**config.mk**
```make
export PLATFORM = sky130hd
export DESIGN_NAME = debounce_sync
export DESIGN_NICKNAME = d
export VERILOG_FILES = /design/src/rtl/debounce_pkg.sv /design/src/rtl/debounce_sync_sync_chain.sv /design/src/rtl/debounce_sync.sv
export SDC_FILE = /design/constraint.sdc
export NUM_CORES = 1
export LEC_CHECK = 0
export ABC_AREA = 1
export BUFFER_PORTS_ARGS = -buffer_cell sky130_fd_sc_hd__buf_2
export CAP_MARGIN = 20
export CORE_AREA = 2 2 46 48
export DETAILED_ROUTE_END_ITERATION = 16
export DIE_AREA = 0 0 48 50
export PLACE_DENSITY = 0.69
export SYNTH_ARGS = -nofsm -noshare
export SYNTH_HDL_FRONTEND = slang
export SYNTH_SLANG_ARGS = --single-unit
export TNS_END_PERCENT = 30
```
**constraint.sdc**
```tcl
create_clock -name clk -period 1.6 [get_ports clk]
set_clock_uncertainty 0.2 [all_clocks]
set_input_delay 0.16 -clock clk [delete_from_list [all_inputs] [get_ports clk]]
set_output_delay 0.16 -clock clk [all_outputs]
set_load 0.05 [all_outputs]
```
**src/rtl/debounce_pkg.sv**
```systemverilog
// Shared types and default parameters for the debounce_sync input conditioner.
`timescale 1ns/1ps
package debounce_pkg;

  typedef enum logic [1:0] {
    ST_LOW    = 2'b00,
    WAIT_HIGH = 2'b01,
    ST_HIGH   = 2'b11,
    WAIT_LOW  = 2'b10
  } db_state_t;

  localparam int DEF_SYNC_STAGES     = 2;
  localparam int DEF_DEBOUNCE_CYCLES = 4;
  localparam int DEF_CNT_W           = 8;

endpackage

```
**src/rtl/debounce_sync_sync_chain.sv**
```systemverilog
// Multi-flop synchronizer bringing an asynchronous level into the clk domain.
`timescale 1ns/1ps
module sync_chain #(
  parameter int STAGES = 2
) (
  input  logic clk,
  input  logic reset,
  input  logic d,
  output logic q
);

  logic [STAGES-1:0] ff;

  always_ff @(posedge clk or negedge reset) begin
    if (!reset) begin
      ff <= '0;
    end else begin
      ff <= {ff[STAGES-2:0], d};
    end
  end

  assign q = ff[STAGES-1];

endmodule

```
**src/rtl/debounce_sync.sv**
```systemverilog
// Synchronizes and debounces a raw level, emitting rise/fall pulses and a rising-edge count.
`timescale 1ns/1ps
module debounce_sync
  import debounce_pkg::*;
#(
  parameter int SYNC_STAGES     = DEF_SYNC_STAGES,
  parameter int DEBOUNCE_CYCLES = DEF_DEBOUNCE_CYCLES,
  parameter int CNT_W           = DEF_CNT_W
) (
  input  logic             clk,
  input  logic             reset,
  input  logic             din,
  input  logic             clr_count,
  output logic             dout,
  output logic             rise,
  output logic             fall,
  output logic [CNT_W-1:0] edge_count
);

  localparam int              RUN_W    = (DEBOUNCE_CYCLES > 2) ? $clog2(DEBOUNCE_CYCLES) : 1;
  localparam logic [RUN_W-1:0] RUN_LAST = RUN_W'(DEBOUNCE_CYCLES - 1);

  logic             s;
  db_state_t        state, state_nx;
  logic [RUN_W-1:0] cnt, cnt_nx;
  logic             accept_rise, accept_fall;

  sync_chain #(.STAGES(SYNC_STAGES)) u_sync (
    .clk   (clk),
    .reset (reset),
    .d     (din),
    .q     (s)
  );

  // A WAIT state counts agreeing samples; a single disagreeing sample drops back.
  always_comb begin
    state_nx    = state;
    cnt_nx      = cnt;
    accept_rise = 1'b0;
    accept_fall = 1'b0;
    case (state)
      ST_LOW: begin
        if (s) begin
          state_nx = WAIT_HIGH;
          cnt_nx   = RUN_W'(1);
        end else begin
          cnt_nx   = '0;
        end
      end
      WAIT_HIGH: begin
        if (!s) begin
          state_nx = ST_LOW;
          cnt_nx   = '0;
        end else if (cnt == RUN_LAST) begin
          state_nx    = ST_HIGH;
          cnt_nx      = '0;
          accept_rise = 1'b1;
        end else begin
          cnt_nx = cnt + RUN_W'(1);
        end
      end
      ST_HIGH: begin
        if (!s) begin
          state_nx = WAIT_LOW;
          cnt_nx   = RUN_W'(1);
        end else begin
          cnt_nx   = '0;
        end
      end
      WAIT_LOW: begin
        if (s) begin
          state_nx = ST_HIGH;
          cnt_nx   = '0;
        end else if (cnt == RUN_LAST) begin
          state_nx    = ST_LOW;
          cnt_nx      = '0;
          accept_fall = 1'b1;
        end else begin
          cnt_nx = cnt + RUN_W'(1);
        end
      end
      default: begin
        state_nx = ST_LOW;
        cnt_nx   = '0;
      end
    endcase
  end

  always_ff @(posedge clk or negedge reset) begin
    if (!reset) begin
      state <= ST_LOW;
      cnt   <= '0;
    end else begin
      state <= state_nx;
      cnt   <= cnt_nx;
    end
  end

  // The count moves on the accepting edge, so a coincident clear keeps that edge.
  always_ff @(posedge clk or negedge reset) begin
    if (!reset) begin
      dout       <= 1'b0;
      rise       <= 1'b0;
      fall       <= 1'b0;
      edge_count <= '0;
    end else begin
      rise <= accept_rise;
      fall <= accept_fall;
      if (accept_rise) begin
        dout <= 1'b1;
      end else if (accept_fall) begin
        dout <= 1'b0;
      end
      if (accept_rise) begin
        edge_count <= clr_count ? CNT_W'(1) : edge_count + CNT_W'(1);
      end else if (clr_count) begin
        edge_count <= '0;
      end
    end
  end

endmodule

```
## Word level (Yosys, flattened, before mapping)

Index checks and enable logic that the tools add are counted.

| operators by class | value |
|---|---|
| add/sub/neg operators | 2 |
| equality and inequality tests | 8 |
| mux-type cells | 23 |
| reduce and logical (&&, ||, !) cells | 4 |

Operators with widths:

| kind | count |
|---|---|
| 8-bit 2-to-1 mux | 3 |
| 2-bit 2-to-1 mux | 9 |
| 2-bit one-hot mux with 4 select lines | 2 |
| 1-bit 2-to-1 mux | 9 |
| 8-bit by 1-bit adder with 8-bit output, second input constant | 1 |
| 2-bit equality test, second input constant | 3 |
| 4-bit AND reduction | 1 |
| 2-bit nonzero test | 2 |
| 3-bit by 2-bit inequality test with 1-bit output, second input constant | 1 |
| 3-bit inequality test, second input constant | 1 |
| 2-bit by 1-bit adder with 2-bit output, second input constant | 1 |
| 2-bit by 1-bit equality test with 1-bit output, second input constant | 1 |
| 2-bit logical NOT | 1 |
| 2-bit by 1-bit inequality test with 1-bit output, second input constant | 1 |
| 2-bit inequality test, second input constant | 1 |

| storage, ports and cells | value |
|---|---|
| bits in registers | 17 |
| input bits | 4 |
| output and inout port bits | 11 |
| word-level logic and storage cells | 44 |

## Depth between registers and ports, before layout

Gate-level depths: netlist of run 1.

| logic depth | value |
|---|---|
| depth after elaboration | 6 |
| mapped depth | 8 |
| depth with buffers taken out | 8 |

## Cells and area by module

A second synthesis of run 1 with hierarchy kept.

| second synthesis, totals | value |
|---|---|
| cell total of the unflattened synthesis | 92 |
| area total of the unflattened synthesis | 854.6 µm² |

Modules (own cells, without submodules):

| module | times used | cells each | area an instance (µm²) | sequential area each (µm²) |
|---|---|---|---|---|
| debounce_sync | 1 | 90 | 804.5 | 375.4 |
| sync_chain | 1 | 2 | 50.0 | 50.0 |

## Least setup slack after synthesis of run 1

Ideal clock, no wire load.

| timing | value |
|---|---|
| path kind | register to register |
| from | register edge_count[1] |
| to | register edge_count[6] |
| setup time | 121 ps |
| arrival | 1,317 ps |
| required time | 1,279 ps |
| setup slack | -38 ps |
| stages on the path, launching flop included | 7 |
| path buffers | 0 |
| clock period less this slack | 1,638 ps |
| cell sequence | dfrtp_1 > ha_1 > nand3_1 > nor2_4 > nand3_1 > nand2_1 > nor2_1 |

| on the way | value |
|---|---|
| longest elaborated chain between the ends | 3 |

RTL lines:

| element | line | text |
|---|---|---|
| from (decl) | debounce_sync.sv:17 | `output logic [CNT_W-1:0] edge_count` |
| from (signal assigned) | debounce_sync.sv:115 | `edge_count <= clr_count ? CNT_W'(1) : edge_count + CNT_W'(1);` |
| 8-bit by 1-bit adder with 8-bit output | debounce_sync.sv:115 |  |
| 8-bit 2-to-1 mux | debounce_sync.sv:115 |  |
| 8-bit 2-to-1 mux | debounce_sync.sv:114 | `if (accept_rise) begin` |

No other way between the ends.
A chain may end at the register's enable or synchronous reset.

## Worst setup path after layout of run 1

| timing | value |
|---|---|
| from | register state[1] |
| to | register edge_count[5] |

| on the way | value |
|---|---|
| longest elaborated chain between the ends | 3 |
| elaborated cells between the ends (all ways) | 4 |
| those cells by class | 1 x eq/ne; 2 x mux; 1 x reduce/logical |

RTL lines:

| element | line | text |
|---|---|---|
| from (decl) | debounce_sync.sv:24 | `db_state_t state, state_nx;` |
| from (signal assigned) | debounce_sync.sv:94 | `state <= state_nx;` |
| 2-bit by 1-bit equality test with 1-bit output (*) | debounce_sync.sv:41 | `case (state)` |
| 1-bit 2-to-1 mux (*) | debounce_sync.sv:41 |  |
| 8-bit 2-to-1 mux / 2-bit nonzero test (equally long branches) | - |  |

Mark *: on every way between the ends. The rest lies on a longest branch, timed or not.

==> summary.md, run 1 <==
| Metric | Value |
|---|---|
| Status | `complete, no violations` |
| Overall routing resource usage | `0.1385` |
| Clk root buf | `clkbuf_4` |
| DRT antenna net count | `0` |
| Post-synthesis compound-gate area fraction | `0.1059` |
| Psw | `about 0.53 mW` |
| Critical path fanouts, max | `6` |
| Adder-cell share of the synthesized area | `0.1029` |
| Cell-internal power | `0.8690 mW` |
| Final setup TNS | `0 ps` |
| CTS Buffer Depth | `2` |
| Max Slew Vio Count | `0` |
| Crit path DAT | `1510 ps` |
| Final-report setup violation count | `0` |
| Die Ht | `50 um` |
| Sink Count | `17` |
| Final hold vios | `0` |
| CP endpoint kind | `flop` |
| RSZ-0062 raised after global routing | `true` |
| Seq cells post-synth | `17` |
| Pwr per Cell Area | `around 1300 nW/um^2` |
| Routed len/inst | `between 10 and 15 um` |
| Nets | `132` |
| # IOs | `15` |
| Antenna diode instance count | `0` |
| Final worst slack | `roughly 87 ps` |
| Clock Pin Slew Worst Setup and Hold Paths | `100 ps` |
| Final Power | `1.398 mW` |
| Clock power share | `0.161` |
| Yosys warning count | `0` |
| Via count | `679` |
| Sequential area share after synthesis | `0.5000` |
| Synth Area in XOR/XNOR | `0.01029` |
| Total grt overflow | `0` |
| Yosys top cell by area | `dfrtp_1` |
| Peak supply drop | `810.1 uV` |
| First-pass GRT wire length | `2380 um` |
| Synth top area share | `0.5000` |
| Mapped Cells | `92` |
| Top-count cell post-synth | `dfrtp_1` |
| Worst path required time | `about 1600 ps` |
| Iter 0 DRT Violations | `17` |
| Syn Std Cell Area | `roughly 850 um^2` |
| Power share of the sequential group | `0.386` |
| R2R Path End | `edge_count[5]` |
| Distinct cells, synth | `17` |
| R2r setup slk | `90 ps` |
| Gp weighted congestion | `0.8112` |
| Post-synthesis mux area share | `0` |
| Initial DRT Pass Iterations | `4` |
| Die area | `2400 um^2` |
| Post-layout min period | `approximately 1500 ps` |
| Hold_ws | `111.2 ps` |
| Post-Synth Simple-Gate Area | `0.2235` |
| Initial Util | `0.4474` |
| Die Width | `approximately 48 um` |
| Reg2Reg Launch Point | `state[1]` |
| Syn_nets | `slightly above 100` |
| Post-synth EDFFs | `0` |
| Syn avg cell area | `9.248 um^2` |
| Path depth of the worst reg2reg path | `7` |
| Top post-synthesis cells by area | `dfrtp_1 50%, ha_1 10%, nand2_1 6.6%` |
| Main combinational cell family by area after synthesis | `simple AND/OR/NAND/NOR gates` |
| Initial antenna violation count | `0` |
| Relative slew slack | `0.7397` |
| Num CTS Buffers | `3` |
| Rows | `16` |
| WS Path Type | `flop to flop` |
| Clock Latency Late Sink | `290 ps` |
| Largest net degree at the start of global routing | `18` |
| HPWL after detailed placement | `1053 um` |
| H-tree depth | `1` |
| TritonCTS clock tree | `yes` |
| Via density | `4.619` |
| Ys flop type | `dfrtp_1` |
| Async set or reset register ratio after synthesis | `1.000` |
| Share of layout cells above drive strength 1 | `0.3500` |
| Leakage power | `approximately 0.56 nW` |
| Min-delay worst type | `primary input to asynchronous set/reset pin` |
| Maximum clock rate | `661.0 MHz` |
| Max Cap Viol | `0` |
| Part of the power in combinational logic | `0.453` |
| Commonest cells post-synth | `17 x dfrtp_1, 15 x nand2_1, 13 x inv_1` |
| Sw Ratio | `0.3785` |
| Vias in the first global route | `587` |
| Drt total wl | `roughly 1500 um` |
| Area grow syn2layout | `30.15%` |
| Pre-CTS setup slack | `-36.69 ps` |
| DRC | `0` |
| Slew @ Worst Pin | `approximately 390 ps` |
| Port Buffers | `14` |
| Core box area | `1902 um^2` |
| Final worst-path cycle share | `0.9455` |
| Startpoint types | `flop` |
==> flip-flops by register name (all words and copies together), names as in the netlist <==
signal	count
rise	1
fall	1
u_sync.ff	2
state	2
cnt	2
dout	1
edge_count	8
==> layer usage <==
layer | vias to the layer above | global-route usage | share of wire
met5 | - | 0 | 0
met3 | 0 | 0.03297 | 0.016
met1 | 316 | 0.1747 | 0.48
li1 | 354 | - | -
met2 | 9 | 0.2200 | 0.51
met4 | 0 | 0.05405 | 0
==> metrics by stage <==
stage	instances	util	area, um^2
4_1_cts	143	0.5467	1040
2_1_floorplan	92	-	853.3
6_report	147	0.5822	1107
3_3_place_gp	134	0.5072	964.7
3_5_place_dp	134	0.5072	964.7
5_1_grt	147	0.5822	1107
==> cell type report <==
type / instances / area, um^2
Clock buffer: 3 / 22.52
Clock inverter: 1 / 5.005
Fill cell: 175 / 794.5
Inverter: 13 / 48.80
Multi-Input combinational cell: 62 / 416.7
Sequential cell: 17 / 427.9
Tap cell: 27 / 33.78
Timing Repair Buffer: 24 / 152.6
==> critical path, cell delays in order (launching register included) <==
cell and delay [ps]:
dfrtp_1 430, inv_2 120, ha_4 160, nand3_4 120
nor2_4 180, nand3_1 90, nand2_1 80, nor2_2 40
==> power by group through the flow <==
stage / logic (mW) / registers [mW] / clock network (mW)
after detailed placement: 0.438 / 0.549 / 0
after global routing: 0.706 / 0.550 / 0.260
final: 0.633 / 0.540 / 0.225
after CTS: 0.486 / 0.537 / 0.240
after floorplan: 0.280 / 0.588 / 0
after global placement: 0.426 / 0.541 / 0
==> what timing repair did <==
action / 4_1_cts / 5_1_grt
setup buffers: 2 / 4
setup endpoints to repair: 7 / 9
cloned: 0 / 0
pin swaps: 0 / 5
resized for setup: 2 / 14
endpoints found under the hold margin: 20 / 0
hold buffers: 3 / 0
==> cell families (layout without fill, tap and decap cells) <==
logic type	count (synthesis)	in the layout
xor gates and xnor gates	1	1
DFF	17	17
AOI/OAI and AO/OA	17	17
buffers and inverters	13	41
adders and majority gates	7	7
and+or+nand+nor	37	37
==> worst max-delay path by stage <==
stage                        startpoint       endpoint  cells after the start  slack, ps
after CTS                      state[1]  edge_count[2]                      7         -5
after detailed placement       state[1]       state[1]                      7        -40
after global routing           state[1]  edge_count[7]                      7        -30
after floorplan           edge_count[3]  edge_count[6]                      5         70
final                          state[1]  edge_count[5]                      7         90
after global placement         state[1]       state[0]                      7         30
==> placed cells by master (no fill, tap or decap) <==
| cell type | synthesis | layout |
|---|---|---|
| o21ai_2 | 0 | 2 |
| nor2_1 | 8 | 8 |
| dlygate4sd3_1 | 0 | 3 |
| xor2_1 | 1 | 1 |
| ha_4 | 0 | 2 |
| nand3_2 | 1 | 1 |
| nor3_1 | 1 | 1 |
| nand2_2 | 0 | 3 |
| nand3_1 | 6 | 6 |
| nor2_4 | 2 | 2 |
| clkbuf_4 | 0 | 3 |
| inv_2 | 0 | 2 |
| or2_1 | 1 | 1 |
| buf_4 | 0 | 7 |
| nor2_2 | 2 | 2 |
| buf_2 | 0 | 14 |
| nand3_4 | 1 | 1 |
| o21ai_1 | 0 | 3 |
| a21oi_1 | 6 | 6 |
| dfrtp_1 | 17 | 15 |
| o21bai_1 | 1 | 1 |
| ha_1 | 7 | 5 |
| inv_1 | 13 | 11 |
| nand2_1 | 15 | 12 |
| dfrtp_2 | 0 | 2 |
| a22oi_1 | 1 | 1 |
| o21ai_0 | 9 | 4 |
| clkinv_2 | 0 | 1 |
Power figures use the tool's default switching activity.
==> run 2: changes to the inputs <==
- MAX_ROUTING_LAYER: default -> met4
==> summary.md, run 2 (synthesis gave the netlist of run 1 again) <==
| Metric | Value |
|---|---|
| Status | `complete, no violations` |
| Leakage power | `0.5587 nW` |
| Crit-path cells | `inv_2 -> ha_4 -> nand3_4 -> nor2_4 -> nand3_1 -> nand2_1 -> nor2_2` |
| Crit path from | `state[1]` |
| Final setup TNS | `0 ps` |
| Final-report setup violation count | `0` |
| CP endpoint kind | `flop` |
| Worst path max stage delay | `430 ps` |
| First-pass GRT wire length | `2380 um` |
| Via density | `roughly 4.6` |
| Critical path fanouts, max | `6` |
| # IOs | `15` |
| Post-layout min period | `1513 ps` |
| Pwr per Cell Area | `1260 nW/um^2` |
| Slew @ Worst Pin | `385.7 ps` |
| Min-delay worst type | `primary input to asynchronous set/reset pin` |
| Overall routing resource usage | `0.1420` |
| Die area | `2400 um^2` |
| Buffers & Inverters on Critical Path | `1` |
| CP max stage cell | `dfrtp_1` |
| Gp weighted congestion | `0.8232` |
| Largest net degree at the start of global routing | `18` |
| Clock power share | `0.159` |
| HPWL after detailed placement | `1053 um` |
| Clock Latency Late Sink | `290 ps` |
| Number of flip-flops in the largest register | `8` |
| Max Slew Vio Count | `0` |
| Relative slew slack | `0.7429` |
| Final worst-path cycle share | `0.9453` |
| Power share of the sequential group | `0.387` |
| WS Path Type | `flop to flop` |
| Max Cap Viol | `0` |
| Num CTS Buffers | `3` |
| CTS Buffer Depth | `2` |
| Total grt overflow | `0` |
| Die Width | `around 48 um` |
| Cell-internal power | `slightly below 0.9 mW` |
| TritonCTS clock tree | `yes` |
| Psw | `0.5268 mW` |
| Rows | `16` |
| RSZ-0062 raised after global routing | `true` |
| Maximum clock rate | `661.1 MHz` |
| Initial DRT Pass Iterations | `4` |
| Die Ht | `50 um` |
| Core box area | `1902 um^2` |
| Most frequent cells in the layout | `15 x dfrtp_1, 14 x buf_2, 12 x nand2_1` |
| Clock Pin Slew Worst Setup and Hold Paths | `100 ps` |
| Part of the power in combinational logic | `0.453` |
| Antenna diode instance count | `0` |
| Worst path required time | `about 1600 ps` |
| Final Power | `1.396 mW` |
| Register with the most flip-flops | `edge_count` |
| Hold_ws | `112.6 ps` |
| Nets | `132` |
| Drt total wl | `~1500 um` |
| Initial Util | `0.4474` |
| Pre-CTS setup slack | `-36.69 ps` |
| Top delay family on crit path | `simple AND/OR/NAND/NOR gates` |
| DRC | `0` |
| Vias in the first global route | `586` |
| Sink Count | `17` |
| DRT antenna net count | `0` |
| Clk root buf | `clkbuf_4` |
| Via count | `around 700` |
| Routed len/inst | `between 10 and 15 um` |
| Crit path DAT | `1500 ps` |
| Final worst slack | `between 80 and 90 ps` |
| Iter 0 DRT Violations | `16` |
| Most common cell after layout, fill and taps aside | `dfrtp_1` |
| Initial antenna violation count | `0` |
| H-tree depth | `1` |
| Reg2Reg Launch Point | `state[1]` |
| Peak supply drop | `810.3 uV` |
| Share of layout cells above drive strength 1 | `0.3500` |
| Sw Ratio | `0.3774` |
| Port Buffers | `14` |
| Final hold vios | `0` |
| Startpoint types | `flop` |
| Area grow syn2layout | `30.15%` |
[run 2: cell counts in the layout (fill, tap and decap cells not counted)]
Identical to the previous run, type by type.
[run 2: path summary, 6_finish.rpt]
check                      cells after the start             to  slack (ps)
max                                            7  edge_count[5]          90
min                                            2  edge_count[4]         110
max reg2reg                                    7  edge_count[5]          90
min reg2reg                                    0   u_sync.ff[1]         160
max in group asynchronous                      2  edge_count[0]         790
min in group clk                               0   u_sync.ff[1]         160
[run 2: timing repair]
action / 4_1_cts / 5_1_grt
hold buffers: 3 / 0
gates cloned: 0 / 0
setup buffers: 2 / 4
pin swaps: 0 / 5
hold endpoints to repair: 20 / 0
setup endpoints to repair: 7 / 9
gates resized for setup: 2 / 14
[run 2: per-layer routing]
| metal | GRT usage | vias up | wire [um] |
|---|---|---|---|
| met5 | - | - | 0 |
| met4 | 0.05405 | 0 | 9 |
| met3 | 0.03297 | 2 | 31 |
| met2 | 0.2200 | 9 | 772 |
| met1 | 0.1747 | 317 | 713 |
| li1 | - | 354 | - |
[run 2: through the flow]
step	cell area (um^2)	utilization	instances
after detailed placement	964.7	0.5072	134
after CTS	1040	0.5467	143
after floorplan	853.3	-	92
final	1107	0.5822	147
after global routing	1107	0.5822	147
after global placement	964.7	0.5072	134
[run 2: layout make-up]
| cell class | instances | area (um^2) |
|---|---|---|
| fillers | 175 | 794.5 |
| inverters | 13 | 48.80 |
| clock inverters | 1 | 5.005 |
| multi-input cells | 62 | 416.7 |
| flip-flops and latches | 17 | 427.9 |
| well taps | 27 | 33.78 |
| repair buffers | 24 | 152.6 |
| clock buffers | 3 | 22.52 |
[run 2: power groups by stage]
stage	combinational (mW)	sequential, mW	clock (mW)
after detailed placement	0.438	0.549	0
after global placement	0.426	0.541	0
after global routing	0.706	0.550	0.260
after CTS	0.486	0.537	0.240
after floorplan	0.280	0.588	0
final	0.633	0.540	0.222
[run 2: worst reg2reg max path: stages, from the launching register on]
cell	delay (ps)
dfrtp_1	430
inv_2	120
ha_4	160
nand3_4	120
nor2_4	180
nand3_1	90
nand2_1	80
nor2_2	40
==> run 3: changes to the inputs <==
- ABC_AREA: 1 -> default
- PLACE_DENSITY: 0.69 -> 0.68
==> summary.md, run 3 <==
| Metric | Value |
|---|---|
| Status | `complete, but fails checks` |
| Violated checks | `setup timing` |
| Util after Layout | `0.5776` |
| Final Power | `1.372 mW` |
| Max Slew Vio Count | `0` |
| RSZ-0062 raised after global routing | `true` |
| Ys flop type | `dfrtp_1` |
| CP endpoint kind | `flop` |
| Top-count cell post-synth | `dfrtp_1` |
| Distinct cells, synth | `25` |
| Initial antenna violation count | `0` |
| Min-delay worst type | `primary input to asynchronous set/reset pin` |
| Placed Cells incl. Taps | `122` |
| Worst path required time | `1580 ps` |
| Register with the most flip-flops | `edge_count` |
| First-pass GRT wire length | `between 2000 and 3000 um` |
| Die Width | `about 48 um` |
| Relative slew slack | `0.7544` |
| Startpoint types | `flop` |
| Crit-path cells | `buf_6 -> ha_4 -> a21oi_2 -> mux2i_1 -> mux2_1` |
| DP Area | `972.2 um^2` |
| Syn avg cell area | `10.81 um^2` |
| Clock Pin Slew Worst Setup and Hold Paths | `around 100 ps` |
| Slew @ Worst Pin | `between 300 and 400 ps` |
| Overall routing resource usage | `0.1471` |
| Die Ht | `50 um` |
| Number of flip-flops in the largest register | `8` |
| Area grow syn2layout | `32.03%` |
| H-tree depth | `1` |
| Reg2Reg Launch Point | `state[0]` |
| Antenna diode instance count | `0` |
| Via count | `619` |
| Synth top area share | `0.5113` |
| Sequential area share after synthesis | `0.5113` |
| Post-synthesis mux area share | `0.03759` |
| Leakage power | `0.5330 nW` |
| Top delay family on crit path | `flip-flops` |
| Seq cells post-synth | `17` |
| Yosys top cell by area | `dfrtp_1` |
| Port Buffers | `14` |
| Commonest cells post-synth | `17 x dfrtp_1, 7 x a21oi_1, 7 x ha_1, 7 x nor2_1, 5 x inv_1` |
| Most common cell after layout, fill and taps aside | `dfrtp_1` |
| Final worst slack | `-25.98 ps` |
| Share of layout cells above drive strength 1 | `0.3883` |
| Peak supply drop | `between 700 and 800 uV` |
| Final hold vios | `0` |
| DRT antenna net count | `0` |
| WS Path Type | `flop to flop` |
| Via density | `between 4 and 5` |
| R2r setup slk | `-30 ps` |
| Adder-cell share of the synthesized area | `0.1053` |
| Total grt overflow | `0` |
| Yosys warning count | `0` |
| Nets | `115` |
| Post-synth EDFFs | `0` |
| Hold_ws | `105.9 ps` |
| DRC | `0` |
| Syn Std Cell Area | `832.0 um^2` |
| Layout Cells excl Fill | `130` |
| Gp weighted congestion | `0.7514` |
| Main combinational cell family by area after synthesis | `simple AND/OR/NAND/NOR gates` |
| Final setup TNS | `-25.98 ps` |
| Final-report setup violation count | `1` |
| Pre-CTS setup slack | `-56.59 ps` |
| Post-Synth Simple-Gate Area | `0.1594` |
| Post-synthesis compound-gate area fraction | `0.08271` |
| Pwr per Cell Area | `1249 nW/um^2` |
| Crit path from | `state[0]` |
| Final instance area | `1099 um^2` |
| TritonCTS clock tree | `yes` |
| Drt total wl | `1481 um` |
| Initial Util | `0.4375` |
| Worst path max stage delay | `460 ps` |
| Core box area | `1902 um^2` |
| Num CTS Buffers | `3` |
| Most frequent cells in the layout | `16 x dfrtp_1, 14 x buf_2, 7 x nor2_1` |
| Sink Count | `17` |
| Final worst-path cycle share | `1.016` |
| Maximum clock rate | `a little over 600 MHz` |
| Crit path DAT | `1610 ps` |
| Initial DRT Pass Iterations | `5` |
| Post-layout min period | `1626 ps` |
| Vias in the first global route | `roughly 600` |
| CTS Buffer Depth | `2` |
| Syn_nets | `88` |
| Clk root buf | `clkbuf_4` |
| Critical path fanouts, max | `4` |
| Async set or reset register ratio after synthesis | `1.000` |
| Largest net degree at the start of global routing | `18` |
| Clock Latency Late Sink | `290 ps` |
| Rows | `16` |
| R2R Path End | `state[1]` |
| Buffers & Inverters on Critical Path | `1` |
| Top post-synthesis cells by area | `dfrtp_1 51%, ha_1 11%, a21oi_1 4.2%` |
| Iter 0 DRT Violations | `6` |
| Mapped Cells | `77` |
| # IOs | `15` |
| Die area | `between 2000 and 2500 um^2` |
| Max Cap Viol | `0` |
| HPWL after detailed placement | `1033 um` |
| Routed len/inst | `between 10 and 15 um` |
| Path depth of the worst reg2reg path | `5` |
| Synth Area in XOR/XNOR | `0.06316` |
| CP max stage cell | `dfrtp_2` |
-- run 3: changes by cell type after synthesis, sizes merged, moves of 2 or more --
cell	change
or3	+2
nand2	-11
mux2i	+2
nand4	+3
nand3	-6
nor2	-5
a21oi	+2
and3	+2
inv	-7
xor2	+2
o21ai	-6
xnor2	+3
-- run 3: cells by family (layout without fill, tap and decap cells) --
group	count (synthesis)	count (layout)
AND/OR/NAND/NOR	24	24
flip-flops	17	17
AO/OA/AOI/OAI	12	12
buffers and inverters	8	34
adder cells (fa/ha/maj)	7	7
XOR/XNOR	6	6
multiplexers	3	3
-- run 3: worst max path at each step --
stage / to / slack, ps / depth (start not counted)
final: state[1] / -30 / 5
after detailed placement: state[1] / -60 / 5
after global routing: state[1] / -90 / 5
after floorplan: edge_count[5] / -10 / 4
after global placement: state[1] / -10 / 5
after CTS: state[1] / -10 / 5
-- run 3: area by class of cell --
class,instances,area (um^2)
Fill cell,164,803.3
Inverter,6,22.52
Multi-Input combinational cell,52,432.9
Sequential cell,17,426.7
Tap cell,27,33.78
Clock buffer,4,26.28
Timing Repair Buffer,24,156.4
-- run 3: what timing repair did --
item,4_1_cts,5_1_grt
buffers inserted,1,0
hold endpoints to repair,25,0
hold buffers,3,0
gates resized for setup,8,7
endpoints found under the setup margin,5,7
pin swaps,0,3
-- run 3: power breakdown --
group | switching [mW] | internal (mW) | leakage, nW
sequential | 0.0463 | 0.491 | 0.225
combinational | 0.314 | 0.290 | 0.293
clock | 0.134 | 0.0968 | 0.0150
-- run 3: metal layers --
| layer | routed length, um | part of all wire | GRT usage | vias to the layer above |
|---|---|---|---|---|
| met4 | 0 | 0 | 0.01351 | 0 |
| met2 | 710 | 0.48 | 0.2333 | 14 |
| met1 | 721 | 0.49 | 0.1977 | 291 |
| li1 | - | - | - | 314 |
| met3 | 49 | 0.033 | 0.03297 | 0 |
| met5 | 0 | 0 | - | - |
